`src/rtl/seq_word_serializer.sv`:
```
// Parallel-to-serial front end for the sequence detector: a one-word holding
// register feeds a shift register so back-to-back words stream without gaps.
module seq_word_serializer #(
  parameter int WIDTH      = 8,
  parameter bit MSB_FIRST  = 1'b1,
  parameter bit IDLE_LEVEL = 1'b0
) (
  input  logic             clock,
  input  logic             reset,
  input  logic [WIDTH-1:0] data_in,
  input  logic             load_valid,
  output logic             load_ready,
  input  logic             shift_en,
  output logic             sequence_out,
  output logic             bit_valid,
  output logic             word_done,
  output logic             busy
);

  localparam int CW = (WIDTH > 1) ? $clog2(WIDTH) : 1;
  localparam logic [CW-1:0] LAST_C = CW'(WIDTH - 1);

  typedef enum logic [0:0] {
    ST_IDLE  = 1'b0,
    ST_SHIFT = 1'b1
  } state_t;

  state_t           state_r;
  logic [WIDTH-1:0] hold_r;
  logic             hold_full_r;
  logic [WIDTH-1:0] shift_r;
  logic [CW-1:0]    cnt_r;
  logic             seq_r;
  logic             bit_valid_r;
  logic             word_done_r;
  logic             busy_r;

  logic in_shift_s;
  logic at_last_s;
  logic step_s;
  logic accept_s;
  logic transfer_s;
  logic hold_full_nxt_s;

  // Bit currently presented to the detector for a given shift-register image.
  function automatic logic lead_bit(input logic [WIDTH-1:0] v);
    if (MSB_FIRST) begin
      return v[WIDTH-1];
    end else begin
      return v[0];
    end
  endfunction

  // Moves the next bit of the word into the presented position.
  function automatic logic [WIDTH-1:0] advance(input logic [WIDTH-1:0] v);
    if (MSB_FIRST) begin
      return {v[WIDTH-2:0], 1'b0};
    end else begin
      return {1'b0, v[WIDTH-1:1]};
    end
  endfunction

  // Reset gates load_ready so nothing is offered while the block is held in reset.
  assign load_ready = reset & ~hold_full_r;

  assign sequence_out = seq_r;
  assign bit_valid    = bit_valid_r;
  assign word_done    = word_done_r;
  assign busy         = busy_r;

  // Handshake and hold->shift transfer decisions for the coming edge.
  always_comb begin
    in_shift_s      = (state_r == ST_SHIFT);
    at_last_s       = in_shift_s && (cnt_r == LAST_C);
    step_s          = in_shift_s && shift_en;
    accept_s        = load_valid && load_ready;
    transfer_s      = hold_full_r && (!in_shift_s || (step_s && at_last_s));
    hold_full_nxt_s = accept_s || (hold_full_r && !transfer_s);
  end

  // Serializer FSM; outputs are registered alongside the state they describe.
  always_ff @(posedge clock or negedge reset) begin
    if (!reset) begin
      state_r     <= ST_IDLE;
      hold_r      <= '0;
      hold_full_r <= 1'b0;
      shift_r     <= '0;
      cnt_r       <= '0;
      seq_r       <= IDLE_LEVEL;
      bit_valid_r <= 1'b0;
      word_done_r <= 1'b0;
      busy_r      <= 1'b0;
    end else begin
      if (accept_s) begin
        hold_r <= data_in;
      end
      hold_full_r <= hold_full_nxt_s;

      if (transfer_s) begin
        // The held word takes over immediately, so streaming leaves no idle bit.
        state_r     <= ST_SHIFT;
        shift_r     <= hold_r;
        cnt_r       <= '0;
        seq_r       <= lead_bit(hold_r);
        bit_valid_r <= 1'b1;
        word_done_r <= (LAST_C == {CW{1'b0}});
        busy_r      <= 1'b1;
      end else begin
        case (state_r)
          ST_IDLE: begin
            seq_r       <= IDLE_LEVEL;
            bit_valid_r <= 1'b0;
            word_done_r <= 1'b0;
            busy_r      <= hold_full_nxt_s;
          end
          ST_SHIFT: begin
            if (!shift_en) begin
              busy_r <= 1'b1;
            end else if (!at_last_s) begin
              cnt_r       <= cnt_r + CW'(1);
              shift_r     <= advance(shift_r);
              seq_r       <= lead_bit(advance(shift_r));
              bit_valid_r <= 1'b1;
              word_done_r <= ((cnt_r + CW'(1)) == LAST_C);
              busy_r      <= 1'b1;
            end else begin
              state_r     <= ST_IDLE;
              seq_r       <= IDLE_LEVEL;
              bit_valid_r <= 1'b0;
              word_done_r <= 1'b0;
              busy_r      <= hold_full_nxt_s;
            end
          end
          default: begin
            state_r     <= ST_IDLE;
            cnt_r       <= '0;
            seq_r       <= IDLE_LEVEL;
            bit_valid_r <= 1'b0;
            word_done_r <= 1'b0;
            busy_r      <= hold_full_nxt_s;
          end
        endcase
      end
    end
  end

endmodule

```
`config.mk`:
```
export PLATFORM = sky130hd
export DESIGN_NAME = seq_word_serializer
export DESIGN_NICKNAME = d
export VERILOG_FILES = /design/src/rtl/seq_word_serializer.sv
export SDC_FILE = /design/constraint.sdc
export NUM_CORES = 1
export LEC_CHECK = 0
export CAP_MARGIN = 20
export CELL_PAD_IN_SITES_DETAIL_PLACEMENT = 1
export CELL_PAD_IN_SITES_GLOBAL_PLACEMENT = 2
export CORE_UTILIZATION = 37
export CTS_CLUSTER_SIZE = 25
export DETAILED_ROUTE_END_ITERATION = 16
export HOLD_SLACK_MARGIN = 0.12
export PLACE_DENSITY = 0.82
export SLEW_MARGIN = 10
export SYNTH_ARGS = -nofsm -noshare
export SYNTH_HDL_FRONTEND = slang
export SYNTH_SLANG_ARGS = --single-unit
```
`constraint.sdc`:
```
create_clock -name clock -period 3.1 [get_ports clock]
set_clock_uncertainty 0.2 [all_clocks]
set_input_delay 0.62 -clock clock [delete_from_list [all_inputs] [get_ports clock]]
set_output_delay 0.62 -clock clock [all_outputs]
set_load 0.05 [all_outputs]
```
== Word level (Yosys, flattened, before mapping) ==
Index checks and enable logic that the tools add are counted.

* Flip-flop bits (word level): 24
* Input bits: 12
* Output and inout bits: 5
* Word-level logic and storage cells: 57

* Add/sub/neg operators: 1
* Equality and inequality tests: 4
* Multiplexer cells: 27
* Bitwise operators: 3
* Reduce and logical (&&, ||, !) cells: 13

{| class="wikitable"
|+ Operator list
! kind !! number
|-
| 7-bit 2-to-1 mux || 4
|-
| 1-bit 2-to-1 mux || 15
|-
| 3-bit 2-to-1 mux || 4
|-
| 1-bit one-hot mux with 2 select lines || 4
|-
| 3-bit == test (second input constant) || 2
|-
| 1-bit logical AND || 6
|-
| 2-bit nonzero test || 2
|-
| 3-bit by 1-bit adder with 3-bit output (second input constant) || 1
|-
| 3-bit by 2-bit != test with 1-bit output (second input constant) || 1
|-
| 3-bit AND reduction || 1
|-
| 1-bit logical NOT || 2
|-
| 1-bit logical OR || 2
|-
| 2-bit by 1-bit != test with 1-bit output (second input constant) || 1
|-
| 1-bit inverter || 2
|-
| 1-bit bitwise AND || 1
|}

== Depth between registers and ports, before layout ==
* Depth in word-level cells: 12
* Mapped depth: 6
* Gate-level depth less buffers: 5

== Worst setup path before layout ==
OpenSTA, ideal clock, no wires.

* Path kind: input-to-reg
* Start: input reset
* End: register hold_r[0]
* Setup time: 0.128 ns
* Arrival time: 1.702 ns
* Data required time: 2.772 ns
* Slack: 1.071 ns
* Cell stages on the path: 3
* Buffers on the path: 0
* Path through: nor2b_2 nand2_2 mux2_1

* Longest elaborated chain between the ends: 2

{| class="wikitable"
|+ Ends and longest elaborated chain
! what !! line !! source
|-
| start: declaration || 9 || <nowiki>input logic reset,</nowiki>
|-
| 1-bit bitwise AND || 64 || <nowiki>assign load_ready = reset & ~hold_full_r;</nowiki>
|-
| 1-bit logical AND || 76 || <nowiki>accept_s = load_valid && load_ready;</nowiki>
|-
| end signal: assignment || 95 || <nowiki>hold_r <= data_in;</nowiki>
|-
| end: declaration || 29 || <nowiki>logic [WIDTH-1:0] hold_r;</nowiki>
|}

No other way between the ends.
A chain may end at the register's enable or synchronous reset.

== Worst setup path in the final report ==
* Start: input reset
* End: output load_ready

* Longest elaborated chain between the ends: 1

{| class="wikitable"
|+ Ends and longest elaborated chain
! what !! line !! source
|-
| 1-bit bitwise AND || 64 ||
|-
| end: declaration || 12 || <nowiki>output logic load_ready,</nowiki>
|}

No other way between the ends.

==> flow_metrics.py <==
metrics = {
    "outcome": {
        "status": "complete, no violations",
    },
    "critical_path": {
        "endpoint_kind": "output port",
        "worst_path_max_delay_cell": "clkdlybuf4s50_1",
        "worst_ep_required_time_ns": 2.28,
        "crit_fanout": 2,
        "cp.arrival_ns": 1.51,
        "cp-start-kind": "input pin",
        "slowest_delay_ns": 0.49,
        "cp_cell_sequence": "clkdlybuf4s50_1, nor2b_2, buf_12",
        "crit_type": "in -> out",
    },
    "timing": {
        "fmax_mhz": 430,
        "setup_violations": 0,
        "fin_tns_setup_ns": 0,
        "hold_viol": 0,
        "slew_violations": 0,
        "grt_setup_unrepaired": "false",
        "finalCritPeriodShare_pct": 75.1,
        "fin_crit_ns": 2.33,
        "slew_headroom_pct": 67.2,
        "tightest_slew_ns": 0.490,
        "fin_ws_ns": 0.773,
    },
    "routing": {
        "wirelength_mm": 1.93,
        "num_vias": 703,
        "drc_errors": 0,
        "drt_first_pass_iters": 4,
        "drtIter0Drc": 9,
        "postRouteAntennaNets": 0,
        "vias_per_cell": 5.41,
        "wl_per_cell_um": 14.8,
    },
    "die": {
        "die_height_um": 55.3,
        "num_rows": 18,
        "die_area_um2": 3060,
        "io-pin-count": 17,
        "core_area_um2": 2590,
        "die_w_um": 55.3,
        "initial_core_util_pct": 40.6,
    },
    "yosys": {
        "synth_area_per_cell_um2": 13.0,
        "synth_cell_type_count": 27,
        "syn-num-nets": 96,
        "synthCells": 81,
        "ys_ff_latch": 24,
        "netlist_area_um2": 1050,
        "synth_top_area_share_pct": 57.1,
        "synth-seq-area-share_pct": 57.1,
        "ys_warn_count": 0,
        "yosysTopAreaCell": "dfrtp_1",
        "synth.area.top_cells": "dfrtp_1 57%, mux2_1 8.6%, o221a_1 6.4%",
    },
    "placed_design": {
        "dpl.hpwl_mm": 1.39,
        "place_congestion": 0.687,
        "preCtsSetupSlack_ns": 0.739,
        "io_buffer_count": 16,
    },
    "cts": {
        "clockBufferDepth": 2,
        "cts_tree": "built",
        "holdBufCountCts": 0,
        "ctsResizeCount": 0,
        "clkLatencyLatePin_ns": 0.32,
        "cts_buffers": 3,
        "cts_setup_buffers": 0,
        "cts.sink_count": 24,
        "cts-root-buf": "clkbuf_4",
        "clkTransAtPathRegs_ns": 0.12,
        "ctsHtreeMaxLevel": 1,
    },
    "run": {
        "drv_cap": 0,
    },
    "hold_path": {
        "min_path_type": "reg -> reg",
    },
    "global_route": {
        "grtUsageTotal_pct": 14.8,
        "antenna_found_initial": 0,
        "grt_pass1_vias": 747,
        "grt_max_degree": 25,
        "grt-ovfl-total": 0,
        "grt_pass1_wl_mm": 3.56,
    },
    "power": {
        "power_density_nw_per_um2": 812,
        "irDropWorstVdd_v": 0.000395,
        "leakage_nw": 0.536,
    },
    "cells_and_area": {
        "fin_nets": 116,
        "final_common_cell": "dfrtp_1",
        "final_cell_mix": "24 x dfrtp_1, 15 x clkdlybuf4s50_1, 8 x mux2_1, 6 x or3_1, 6 x o221a_1",
        "drive_gt1_share_pct": 13.0,
        "diodes": 0,
        "area_growth_pct": 22.1,
        "post-route-util_pct": 49.6,
    },
}
synthesized netlist by cell type, drive strengths merged:
master	n
dfrtp	24
mux2	8
inv	6
o221a	6
or3	6
a21oi	5
nand2b	4
o22ai	4
ha	3
buf	2
nand2	2
nor2b	2
o21ai	2
a21bo	1
a21boi	1
mux2i	1
nand3	1
nand4b	1
o31a	1
or2	1
metrics by stage:
stage | power, W | hold slack, ns | instance area [um2] | std cells
global route | 0.00113 | 0.331 | 1280 | 130
global placement | 0.000872 | 0.270 | 1250 | 126
detailed placement | 0.000891 | 0.278 | 1250 | 126
finish | 0.00104 | 0.301 | 1280 | 130
floorplan | 0.000770 | 0.124 | 1050 | 81
CTS | 0.00106 | 0.309 | 1280 | 130
registers in the layout (all words and copies together), names as in the netlist:
name / count
in_shift_s: 1
hold_full_r: 1
hold_r: 8
bit_valid: 1
word_done: 1
cnt_r: 3
busy: 1
sequence_out: 1
shift_r: 7
worst max-delay path, delay by kind of cell:
| family | cells | cell delay, ns |
|---|---|---|
| buf+inv | 2 | 0.65 |
| simple gates | 1 | 0.23 |
logic make-up (layout without fill, tap and decap cells):
logic type,count (synthesis),count (layout),synth area share [%]
AO/OA/AOI/OAI,20,20,15.0
adder cells (fa/ha/maj),3,3,3.57
buffers and inverters,8,27,3.92
flip-flops,24,24,57.1
multiplexers,9,9,9.51
AND/OR/NAND/NOR,17,17,10.9
routing by layer:
layer	wire, um	part of all wire (%)	global-route usage [%]
met1	925	48	20.7
met2	875	45	22.2
met5	0	0	0
met3	77	4.0	2.34
met4	48	2.5	7.50
layout make-up:
class / instances / area [um2]
Multi-Input combinational cell: 49 / 410
Clock buffer: 4 / 36.3
Sequential cell: 24 / 601
Inverter: 6 / 22.5
Tap cell: 30 / 37.5
Timing Repair Buffer: 17 / 178
Fill cell: 271 / 1310
path summary, 6_finish.rpt:
| path | start | to | slack (ns) | cells past startpoint |
|---|---|---|---|---|
| min in group asynchronous | reset | shift_r[6] | 0.49 | 2 |
| max in group asynchronous | reset | hold_r[0] | 1.98 | 2 |
| worst max-delay path | reset | load_ready | 0.77 | 3 |
| worst min register to register | hold_r[1] | hold_r[1] | 0.30 | 1 |
| worst min-delay path | hold_r[1] | hold_r[1] | 0.30 | 1 |
| worst max register to register | cnt_r[0] | shift_r[1] | 1.11 | 5 |
power by group:
group / internal (W) / switching (W)
Sequential: 0.000442 / 0.0000797
Clock: 0.0000719 / 0.0000960
Combinational: 0.000172 / 0.000181
No activity file was read; power rests on OpenSTA's default activity.
